[config.mk]
export PLATFORM = sky130hd
export DESIGN_NAME = fifo_da
export DESIGN_NICKNAME = d
export VERILOG_FILES = /design/src/rtl/fifo_da.sv
export SDC_FILE = /design/constraint.sdc
export NUM_CORES = 1
export LEC_CHECK = 0
export BUFFER_PORTS_ARGS = -buffer_cell sky130_fd_sc_hd__buf_2
export CAP_MARGIN = 15
export CORE_ASPECT_RATIO = 0.75
export CORE_UTILIZATION = 35
export CTS_BUF_LIST = sky130_fd_sc_hd__clkbuf_2
export DETAILED_ROUTE_END_ITERATION = 7
export GPL_TIMING_DRIVEN = 0
export HOLD_SLACK_MARGIN = 0.1
export PLACE_DENSITY = 0.51
export SLEW_MARGIN = 10
export SYNTH_ARGS = -nofsm -noshare
export SYNTH_HDL_FRONTEND = slang
export SYNTH_SLANG_ARGS = --single-unit
[constraint.sdc]
create_clock -name clk -period 2.1 [get_ports clk]
set_clock_uncertainty 0.2 [all_clocks]
set_input_delay 0.21 -clock clk [delete_from_list [all_inputs] [get_ports clk]]
set_output_delay 0.21 -clock clk [all_outputs]
set_load 0.005 [all_outputs]
[src/rtl/fifo_da.sv]
// fifo_da: single-clock first-word-fall-through FIFO; head on o_data_out the cycle after its write edge, registered flags.
// Writes while full are dropped, reads while empty ignored; define FIFO_DA_ASSERT_EN for simulation overflow/underflow checks.
module fifo_da #(
  parameter int WIDTH = 4,
  parameter int DEPTH = 4
) (
  input  logic             clk,
  input  logic             clear,
  input  logic [WIDTH-1:0] i_data_in,
  input  logic             i_write_en,
  output logic             i_full_out,
  output logic [WIDTH-1:0] o_data_out,
  input  logic             o_read_en,
  output logic             o_empty_out
);

  localparam int ADDRESS_WIDTH = $clog2(DEPTH);
  localparam logic [ADDRESS_WIDTH-1:0] PTR_ONE  = ADDRESS_WIDTH'(1);
  localparam logic [ADDRESS_WIDTH:0]   CNT_ONE  = (ADDRESS_WIDTH + 1)'(1);
  localparam logic [ADDRESS_WIDTH:0]   CNT_FULL = (ADDRESS_WIDTH + 1)'(DEPTH);

  logic [WIDTH-1:0]         r_mem [DEPTH];
  logic [ADDRESS_WIDTH-1:0] r_rd_ptr;
  logic [ADDRESS_WIDTH-1:0] r_wr_ptr;
  logic [ADDRESS_WIDTH:0]   r_count;
  logic                     r_full;
  logic                     r_empty;

  logic                     w_wr_ok;
  logic                     w_rd_ok;
  logic [ADDRESS_WIDTH:0]   w_count_nxt;

  // Accepts gate on the flags of the current cycle, so a full FIFO rejects a
  // concurrent write and an empty one ignores a concurrent read.
  assign w_wr_ok = i_write_en & ~r_full;
  assign w_rd_ok = o_read_en & ~r_empty;

  always_comb begin
    w_count_nxt = r_count;
    case ({w_wr_ok, w_rd_ok})
      2'b10:   w_count_nxt = r_count + CNT_ONE;
      2'b01:   w_count_nxt = r_count - CNT_ONE;
      default: w_count_nxt = r_count;
    endcase
  end

  always_ff @(posedge clk) begin
    if (!clear) begin
      for (int i = 0; i < DEPTH; i++) begin
        r_mem[i] <= '0;
      end
      r_wr_ptr <= '0;
    end else if (w_wr_ok) begin
      r_mem[r_wr_ptr] <= i_data_in;
      r_wr_ptr        <= r_wr_ptr + PTR_ONE;
    end
  end

  always_ff @(posedge clk) begin
    if (!clear) begin
      r_rd_ptr <= '0;
      r_count  <= '0;
      r_full   <= 1'b0;
      r_empty  <= 1'b1;
    end else begin
      if (w_rd_ok) begin
        r_rd_ptr <= r_rd_ptr + PTR_ONE;
      end
      r_count <= w_count_nxt;
      r_full  <= (w_count_nxt == CNT_FULL);
      r_empty <= (w_count_nxt == '0);
    end
  end

  assign o_data_out  = r_mem[r_rd_ptr];
  assign i_full_out  = r_full;
  assign o_empty_out = r_empty;

`ifdef FIFO_DA_ASSERT_EN
  always @(posedge clk) begin
    if (clear && i_write_en && r_full) begin
      $display("FIFO_DA OVERFLOW");
      $stop;
    end
    if (clear && o_read_en && r_empty) begin
      $display("FIFO_DA UNDERFLOW");
      $stop;
    end
  end
`else
  // Overflow and underflow fall back to the silent drop/ignore behaviour above.
`endif

endmodule

==> impl_metrics.env <==
export IMPL_critical_path_arrival_ns=2.24
export IMPL_status="complete, but fails checks"
export IMPL_detailed_place_hpwl_um=1590
export IMPL_cts_sinks=27
export IMPL_clock_power_share_pct=16.3
export IMPL_synthFlopType="edfxtp_1"
export IMPL_worst_setup_path_start_kind="register"
export IMPL_timing_critical_path_to="o_empty_out$_SDFF_PN1_"
export IMPL_drt_drc_violations_left=0
export IMPL_fillCellCount=300
export IMPL_antenna_diode_count=0
export IMPL_power_dissipated_by_switching_net_loads_mw=0.354
export IMPL_worst_r2r_path_depth=8
export IMPL_r2r_end="o_empty_out$_SDFF_PN1_"
export IMPL_postSynthCellCount=91
export IMPL_nets=132
export IMPL_setup_ws_post_layout_ns=-0.0520
export IMPL_utilization_pct=45.4
export IMPL_cts_tree="yes"
export IMPL_quantity_of_i_o_buffers_inserted_on_ports=13
export IMPL_critical_path_required_ns=2.19
export IMPL_rr_startpoint="i_full_out$_SDFF_PN0_"
export IMPL_hold_path_class="primary input to register"
export IMPL_clkSlewWorstSetupHoldPaths_ns=0.25
export IMPL_gr_usage_all_layers_pct=14.0
export IMPL_fp_coreArea_mm2=0.00331
export IMPL_global_route_overflow_total=0
export IMPL_whs_path_depth=4
export IMPL_muxShareOfSynthArea_pct=7.39
export IMPL_synth_top_area_share_pct=39.4
export IMPL_crit_path_max_fanout=3
export IMPL_worstSetupPathType="register to register"
export IMPL_io_pins=14
export IMPL_numCtsBuffers=3
export IMPL_tightestPinTransition_ns=0.832
export IMPL_ctsLongestPathBuffers=2
export IMPL_syn_mean_instance_area_um2=13.4
export IMPL_floorplan_die_height_um=53.1
export IMPL_seq_area_frac_synth_pct=57.5
export IMPL_number_of_levels_in_the_clock_h_tree=1
export IMPL_power_frac_comb_pct=27.3
export IMPL_synth_area_leader="edfxtp_1"
export IMPL_synth_xor_area_share_pct=4.31
export IMPL_p_seq_share_pct=56.4
export IMPL_max_cap_violations=0
export IMPL_die_width_um=70.1
export IMPL_hold_violations=0
export IMPL_synth_simple_gate_area_share_pct=21.9
export IMPL_r2r_setup_slack_ns=-0.05
export IMPL_drt_first_pass_iters=4
export IMPL_cpPeakStageDelay_ns=0.39
export IMPL_drt_wirelength_per_cell_um=14.2
export IMPL_worst_hold_startpoint="o_read_en"
export IMPL_post_synth_num_cell_types=28
export IMPL_ant_nets=0
export IMPL_multi_input_area_um2=527
export IMPL_synth_fp_nets=101
export IMPL_fin_total_pwr_mw=1.22
export IMPL_worst_setup_path_startpoint="i_full_out$_SDFF_PN0_"
export IMPL_critical_path_slowest_cell="dfxtp_2"
export IMPL_maximum_number_of_pins_on_one_net_before_global_route_repair=16
export IMPL_setup_repair_after_global_routing_missed_its_margin="yes"
export IMPL_synth_enable_flop_cells=16
export IMPL_layout_area_overhead_vs_synth_pct=23.3
export IMPL_post_route_min_period_ns=2.15
export IMPL_synth_compound_area_share_pct=4.41
export IMPL_gp_congestion=0.711
export IMPL_netlist_area_mm2=0.00122
export IMPL_std_cell_rows=18
export IMPL_starting_utilization_of_the_core_area_pct=36.8
export IMPL_drive_gt1_share_pct=37.2
export IMPL_path_common_cell="inv_2"
export IMPL_switching_share_pct=29.1
export IMPL_max_slew_margin_rel_pct=44.0
export IMPL_path_cells="and2b_2 -> inv_2 -> ha_4 -> inv_2 -> fa_2 -> xor2_2 -> o21a_1 -> o31ai_2"
export IMPL_violations="negative setup slack"
export IMPL_power_static_leakage_nw=0.594
export IMPL_post_place_ws_ns=-0.115
export IMPL_antenna_found_initial=0
export IMPL_setup_violations_final=2
export IMPL_power_internal_mw=0.864
export IMPL_synth_top_cells_by_count="and2_1 (19), edfxtp_1 (16), dfxtp_1 (11)"
export IMPL_grt_pass1_wl_um=3680
export IMPL_routed_via_count=761
export IMPL_ctsRootBufferMaster="clkbuf_2"
export IMPL_grt_pass1_vias=745
export IMPL_synth_async_reset_ratio_pct=0
export IMPL_fmaxAchievable_mhz=465
export IMPL_pwr_cell_area_mw_per_mm2=811
export IMPL_slew_viol_final=0
export IMPL_detail_route_vias_per_cell=4.73
export IMPL_detail_route_iter0_violations=26
export IMPL_wirelength_um=2280
export IMPL_synth_most_common_cell="and2_1"
export IMPL_ys_warn_count=0
export IMPL_worstSetupEndpointType="register"
export IMPL_yosys_area_share_adder_pct=2.67
export IMPL_holdWs_ns=0.217
export IMPL_worst_skew_pair_late_latency_ns=0.37
export IMPL_synth_area_leaders="edfxtp_1 (39%), dfxtp_1 (18%), and2_1 (9.8%)"
export IMPL_sequential_area_um2=703
export IMPL_synth_ff_latch_count=27
export IMPL_synth_top_family_by_area="simple AND/OR/NAND/NOR gates"
export IMPL_floorplan_die_area_mm2=0.00372
export IMPL_power_ir_vdd_worst_mv=0.295
export IMPL_final_min_period_over_clock_period_pct=102
[state kept, by name, indices dropped and copies added, names as in the netlist, named ones only]
signal / count
r_wr_ptr: 2
o_empty_out: 1
r_count: 3
r_mem: 16
i_full_out: 1
r_rd_ptr: 2
[final cells by class]
| cell class | instances | area share [%] |
|---|---|---|
| plain buffers | 1 | 0.250 |
| clock buffers | 3 | 0.999 |
| clock inverters | 1 | 0.333 |
| inverters | 5 | 1.25 |
| multi-input cells | 58 | 35.1 |
| flip-flops and latches | 27 | 46.8 |
| well taps | 40 | 3.33 |
| repair buffers | 26 | 12.0 |
[worst max-delay path: cells and delay by family (launching register included)]
| family | cells | cell delay, ns |
|---|---|---|
| AOI/OAI and AO/OA | 2 | 0.49 |
| DFF | 1 | 0.39 |
| xor gates and xnor gates | 1 | 0.16 |
| and+or+nand+nor | 1 | 0.23 |
| adders and majority gates | 2 | 0.48 |
| buffers and inverters | 2 | 0.11 |
[how the worst min path moves through the flow]
| stage | slack [ns] | end |
|---|---|---|
| 4_1_cts | 0.20 | r_mem[0][2]$_SDFFCE_PN0P_ |
| 5_1_grt | 0.20 | register |
| 3_3_place_gp | 0.33 | r_mem[2][2]$_SDFFCE_PN0P_ |
| 3_5_place_dp | 0.33 | r_mem[1][0]$_SDFFCE_PN0P_ |
| 6_report | 0.22 | register |
| 2_1_floorplan | 0.13 | register |
[per-stage QoR]
step | instance area, um^2 | setup TNS [ns] | instances
floorplan | 1230 | 0 | 91
global placement | 1350 | -0.213 | 144
detailed placement | 1350 | -0.200 | 144
CTS | 1480 | -0.0805 | 159
global route | 1500 | -0.258 | 161
finish | 1500 | -0.0839 | 161
[placed cells by master, fill, tap and decap left out, types with 2 or more instances in the layout]
cell type      count
inv_2              2
nor2_1             2
dfxtp_1            9
and2_1            19
dlygate4sd3_1      7
and3_2             3
edfxtp_1          16
dfxtp_2            2
nand3b_1           2
nor3_2             2
inv_1              3
mux4_2             4
buf_4              6
o21a_1             2
o21ai_0            4
nor3b_2            2
clkbuf_2           3
xnor2_1            4
buf_2             13
[kinds of logic after synthesis]
| family | Yosys count |
|---|---|
| simple gates | 38 |
| flops | 27 |
| compound gates | 8 |
| xor+xnor | 6 |
| buf+inv | 6 |
| mux | 4 |
| fa+ha+maj | 2 |
[what timing repair did]
item                                    4_1_cts  5_1_grt
buffers inserted                              4        2
endpoints found under the setup margin        3        7
pin swaps                                     6        2
hold endpoints to repair                     20        0
hold buffers                                  7        0
resized for setup                             3        3
[power by group through the flow]
stage	combinational, mW	sequential, mW	clock (mW)
2_1_floorplan	0.212	0.686	0
3_3_place_gp	0.284	0.696	0
3_5_place_dp	0.287	0.697	0
4_1_cts	0.322	0.685	0.206
5_1_grt	0.369	0.700	0.223
6_report	0.332	0.687	0.199
[per-layer routing]
| layer | GRT usage (%) | vias to the layer above | routed length, um |
|---|---|---|---|
| met5 | 0 | - | 0 |
| met4 | 6.00 | 0 | 38 |
| met3 | 4.00 | 5 | 72 |
| met2 | 21.5 | 11 | 983 |
| met1 | 18.7 | 364 | 1190 |
| li1 | - | 381 | - |
(Power assumes the default switching activity.)
